===== src/rtl/clk_div_multi.sv =====
// Multi-channel integer clock divider with deferred, glitch-free ratio updates and ack pulses.
// Optional macro CLK_DIV_SYNC_EN adds i_sync to phase-align all dividing channels.
module clk_div_multi #(
  parameter int NUM_CH    = 2,
  parameter int DIV_WIDTH = 8
) (
  input  logic                          CLK,
  input  logic                          RST,
`ifdef CLK_DIV_SYNC_EN
  input  logic                          i_sync,
`endif
  input  logic [NUM_CH-1:0]             i_clk_en,
  input  logic [NUM_CH*DIV_WIDTH-1:0]   i_div_ratio,
  output logic [NUM_CH-1:0]             o_div_clk,
  output logic [NUM_CH-1:0]             o_ratio_ack,
  output logic [NUM_CH-1:0]             o_busy,
  output logic [2*NUM_CH-1:0]           o_dbg_state
);

  typedef enum logic [1:0] {
    ST_IDLE   = 2'd0,
    ST_BYPASS = 2'd1,
    ST_DIVIDE = 2'd2
  } state_t;

  logic sync;
`ifdef CLK_DIV_SYNC_EN
  assign sync = i_sync;
`else
  assign sync = 1'b0;
`endif

  for (genvar ch = 0; ch < NUM_CH; ch++) begin : g_ch
    state_t               state_q, state_d;
    logic [DIV_WIDTH-1:0] cnt_q, cnt_d;
    logic [DIV_WIDTH-1:0] act_q, act_d;
    logic                 out_q, out_d;
    logic                 ack_q, ack_d;
    logic [DIV_WIDTH-1:0] ratio;
    logic [DIV_WIDTH-1:0] cnt_inc;
    logic [DIV_WIDTH-1:0] half;
    logic                 ratio_div;
    logic                 wrap;
    logic                 en;

    assign ratio     = i_div_ratio[ch*DIV_WIDTH +: DIV_WIDTH];
    assign en        = i_clk_en[ch];
    assign cnt_inc   = cnt_q + DIV_WIDTH'(1);
    assign half      = act_q >> 1;
    assign ratio_div = |ratio[DIV_WIDTH-1:1];
    // Sync behaves exactly like a natural period end so pending changes land there too.
    assign wrap      = (cnt_q == act_q - DIV_WIDTH'(1)) || sync;

    always_ff @(posedge CLK or negedge RST) begin
      if (!RST) begin
        state_q <= ST_IDLE;
        cnt_q   <= '0;
        act_q   <= '0;
        out_q   <= 1'b0;
        ack_q   <= 1'b0;
      end else begin
        state_q <= state_d;
        cnt_q   <= cnt_d;
        act_q   <= act_d;
        out_q   <= out_d;
        ack_q   <= ack_d;
      end
    end

    always_comb begin
      state_d = state_q;
      cnt_d   = cnt_q;
      act_d   = act_q;
      out_d   = out_q;
      ack_d   = 1'b0;
      case (state_q)
        ST_IDLE: begin
          cnt_d = '0;
          out_d = 1'b0;
          if (en) begin
            act_d = ratio;
            ack_d = 1'b1;
            if (ratio_div) begin
              state_d = ST_DIVIDE;
              out_d   = 1'b1;
            end else begin
              state_d = ST_BYPASS;
            end
          end
        end
        ST_BYPASS: begin
          if (!en) begin
            state_d = ST_IDLE;
          end else if (ratio != act_q) begin
            act_d = ratio;
            ack_d = 1'b1;
            if (ratio_div) begin
              state_d = ST_DIVIDE;
              cnt_d   = '0;
              out_d   = 1'b1;
            end
          end
        end
        ST_DIVIDE: begin
          if (wrap) begin
            cnt_d = '0;
            out_d = 1'b1;
            // Disable takes priority over a ratio change arriving at the same wrap.
            if (!en) begin
              state_d = ST_IDLE;
              out_d   = 1'b0;
            end else if (ratio != act_q) begin
              act_d = ratio;
              ack_d = 1'b1;
              if (!ratio_div) begin
                state_d = ST_BYPASS;
                out_d   = 1'b0;
              end
            end
          end else begin
            cnt_d = cnt_inc;
            out_d = (cnt_inc < half);
          end
        end
        default: begin
          state_d = ST_IDLE;
          cnt_d   = '0;
          out_d   = 1'b0;
        end
      endcase
    end

    // Only the bypass path is combinational; out_q is always 0 outside DIVIDE.
    assign o_div_clk[ch]           = out_q | (CLK & (state_q == ST_BYPASS));
    assign o_ratio_ack[ch]         = ack_q;
    assign o_busy[ch]              = (state_q == ST_DIVIDE);
    assign o_dbg_state[2*ch +: 2]  = state_q;
  end

endmodule


===== config.mk =====
export PLATFORM = sky130hd
export DESIGN_NAME = clk_div_multi
export DESIGN_NICKNAME = d
export VERILOG_FILES = /design/src/rtl/clk_div_multi.sv
export SDC_FILE = /design/constraint.sdc
export NUM_CORES = 1
export LEC_CHECK = 0
export BUFFER_PORTS_ARGS = -buffer_cell sky130_fd_sc_hd__clkbuf_2
export CORE_ASPECT_RATIO = 1.2
export CORE_MARGIN = 2
export CORE_UTILIZATION = 55
export DETAILED_ROUTE_END_ITERATION = 10
export GPL_TIMING_DRIVEN = 0
export PLACE_DENSITY = 0.73
export REMOVE_ABC_BUFFERS = 1
export SKIP_CTS_REPAIR_TIMING = 1
export SLEW_MARGIN = 5
export SYNTH_ARGS = -nofsm -noshare
export SYNTH_HDL_FRONTEND = slang
export SYNTH_SLANG_ARGS = --single-unit

===== constraint.sdc =====
create_clock -name CLK -period 4.5 [get_ports CLK]
set_input_delay 0.225 -clock CLK [delete_from_list [all_inputs] [get_ports CLK]]
set_output_delay 0.225 -clock CLK [all_outputs]
set_load 0.01 [all_outputs]

==> impl_metrics.tcl <==
set metrics [dict create \
    status "complete, but fails checks" \
    failed_checks "hold timing" \
    floorplan.die_area_um2 6470 \
    fin_tns_setup_ps 0 \
    timing.slew.headroom_pct 31.7 \
    flow.area_growth_from_synthesis_pct 11.6 \
    clk_transition_reported_paths_ps 80 \
    drv_slew 0 \
    power_switching_share_pct 40.5 \
    dr.pass1.iters 4 \
    setup-violations-final 0 \
    finalClockSkew_ps 8.68 \
    layer_with_the_highest_usage_after_global_routing "met2" \
    design_power_total_mw 2.39 \
    mostFrequentLayoutCells "40 x sky130_fd_sc_hd__dfrtp_1, 36 x sky130_fd_sc_hd__xnor2_1, 34 x sky130_fd_sc_hd__nand2_1, 29 x sky130_fd_sc_hd__clkbuf_2, 25 x sky130_fd_sc_hd__inv_1" \
    synth_area_um2 3210 \
    crit_path_max_delay_cell_type "sky130_fd_sc_hd__a2111oi_4" \
    post-route-period-util_pct 78.1 \
    finalWirelength_um 6760 \
    first_global_vias 2535 \
    worstSkewPairLatency_ps 400 \
    tightestPinTransition_ps 1020 \
    route.detailed.wl_per_inst_um 14.5 \
    place.detailed.hpwl_um 5090 \
    critPathLaunchType "flip-flop" \
    grtUsageMet1_pct 24.4 \
    post-route-drc-count 0 \
    pwr_density_cell_nw_per_um2 666 \
    timing.critical_path.cells "inv_1 -> ha_1 -> o21bai_1 -> a2111oi_0 -> a311oi_1 -> a221oi_2 -> nor2b_2 -> a2111oi_4 -> mux2_2" \
    num_io_pins 30 \
    synth.yosys.seq_area_share_pct 31.2 \
    grt-ovfl-total 0 \
    final_period_minus_worst_setup_slack_ps 3510 \
    number_of_enable_flip_flop_cells_after_synthesis 0 \
    final_common_cell "sky130_fd_sc_hd__dfrtp_1" \
    cp_max_fo 8 \
    synth_area_per_cell_um2 8.70 \
    critical_path_class "reg -> reg" \
    holdCritPathClass "in -> async" \
    grt_usage_pct 22.2 \
    hold_viol_final 30 \
    power.share.combinational_pct 48.3 \
    antenna-diode-count 0 \
    cp.required_ps 4780 \
    pre_cts_slack_ps 1010 \
    routed_via_density 5.60 \
    fp-row-count 30 \
    maximum_number_of_pins_on_one_net_before_global_route_repair 41 \
    globalRouteMet2Util_pct 38.7 \
    worst_case_setup_margin_in_the_final_layout_ps 985 \
    crit_arrival_ps 3800 \
    yosysWarnings 0 \
    drtIter0Drc 104 \
    port_buffers 29 \
    power_report.internal_total_mw 1.42 \
    clkPwrFrac_pct 22.5 \
    first_pass_grt_wire_length_um 11100 \
    share_of_layout_cells_above_drive_strength_1_pct 16.8 \
    routed-via-count 2623 \
    worst_hold_slack_ps -10.4 \
    total_leakage_power_nw 1.61 \
    grt_util_met3_pct 6.21 \
    grt_antenna_before_repair 0 \
    die-width_um 73.8 \
    place.gp.congestion 0.819 \
    start_util_pct 56.7 \
    core-area_um2 5670 \
    post_synth_num_cell_types 46 \
    synth_top_flop_cell "sky130_fd_sc_hd__dfrtp_1" \
    max_clock_freq_ghz 0.284 \
    timing.critical_path.to_type "flip-flop" \
    vdd.ir_drop.worst_mv 0.470 \
    cts_tree "yes" \
    layout.nets 431 \
    async_flop_share_pct 100 \
    power.sequential.fraction_pct 29.2 \
    rsz0062_at_grt "no" \
    critical_path.max_stage_delay_ps 640 \
    post_synth_inst_count 369 \
    drt.antenna.violating_nets 0 \
    power_switching_mw 0.968 \
    die_height_um 87.7 \
    ys_seq_elements 40 \
    timing.max_cap.violations 0 \
]
-- per-layer routing --
layer	routed length, um	up-vias
met1	2810	1213
met3	293	25
met2	3470	63
met5	0	-
met4	196	0
li1	-	1322
-- cell families (layout without fill, tap and decap cells) --
logic type	after synthesis	count (layout)	synth area share, %
compound gates	77	77	16.3
xor+xnor	48	48	13.1
fa+ha+maj	24	24	9.35
buf+inv	47	66	5.80
flops	40	40	31.2
mux	20	20	7.01
simple gates	113	113	17.3
-- cell usage after synthesis (4+ instances only) --
| cell | count | area [um2] |
|---|---|---|
| sky130_fd_sc_hd__dfrtp_1 | 40 | 1000 |
| sky130_fd_sc_hd__xnor2_1 | 36 | 315 |
| sky130_fd_sc_hd__nand2_1 | 34 | 128 |
| sky130_fd_sc_hd__inv_1 | 25 | 93.8 |
| sky130_fd_sc_hd__ha_1 | 24 | 300 |
| sky130_fd_sc_hd__o21ai_0 | 24 | 120 |
| sky130_fd_sc_hd__mux2_2 | 20 | 225 |
| sky130_fd_sc_hd__nor2_1 | 20 | 75.1 |
| sky130_fd_sc_hd__clkbuf_1 | 16 | 60.1 |
| sky130_fd_sc_hd__nand3_1 | 13 | 65.1 |
| sky130_fd_sc_hd__nor3_1 | 12 | 60.1 |
| sky130_fd_sc_hd__xor2_1 | 12 | 105 |
| sky130_fd_sc_hd__a21oi_1 | 11 | 55.1 |
| sky130_fd_sc_hd__nand2b_1 | 10 | 62.6 |
| sky130_fd_sc_hd__nand4_1 | 9 | 56.3 |
| sky130_fd_sc_hd__a21o_1 | 8 | 60.1 |
| sky130_fd_sc_hd__a211oi_1 | 4 | 30.0 |
-- worst paths after layout --
path,from,to,slack [ps],cells after the start
worst max-delay path,g_ch[1].act_q[0],g_ch[1].act_q[6],990,9
worst min-delay path,RST,g_ch[0].act_q[5],-10,1
worst max register to register,g_ch[1].act_q[0],g_ch[1].act_q[6],990,9
worst min register to register,g_ch[0].cnt_q[3],g_ch[0].cnt_q[3],590,2
max in group asynchronous,RST,g_ch[1].act_q[6],3890,1
min in group CLK,i_div_ratio[0],g_ch[0].act_q[0],90,2
-- final cells by class --
class | instances | area, um2
fill | 482 | 2080
multi-input combinational | 282 | 2030
timing repair buffer | 27 | 135
sequential | 40 | 1000
clock inverter | 3 | 90.1
inverter | 25 | 93.8
clock buffer | 11 | 134
tap | 80 | 100
-- flip-flops by register name (all words and copies together) (netlist names) --
register and count:
g_ch.ack_q 2, g_ch.state_q 4, g_ch.act_q 16, g_ch.out_q 2
g_ch.cnt_q 16
-- critical path, delay by kind of cell (launching register included) --
kind,cells,cell delay [ps]
AO/OA/AOI/OAI,5,1870
flip-flops,1,550
multiplexers,1,410
adder cells (fa/ha/maj),1,310
AND/OR/NAND/NOR,1,150
buffers and inverters,1,80
-- power groups by stage --
stage | Clock (mW) | Sequential, mW | Combinational [mW]
after global routing | 0.563 | 0.724 | 1.30
after CTS | 0.550 | 0.698 | 1.15
after global placement | 0.0242 | 0.699 | 1.11
after floorplan | 0.0152 | 0.656 | 0.909
final | 0.536 | 0.698 | 1.15
after detailed placement | 0.0242 | 0.705 | 1.15
-- per-stage QoR --
step	instances	area [um2]	util [%]
after CTS	468	3580	63.1
after global placement	456	3360	59.4
after global routing	468	3580	63.2
after floorplan	347	3120	-
after detailed placement	456	3360	59.4
final	468	3580	63.2
No activity file was read; power rests on OpenSTA's default activity.
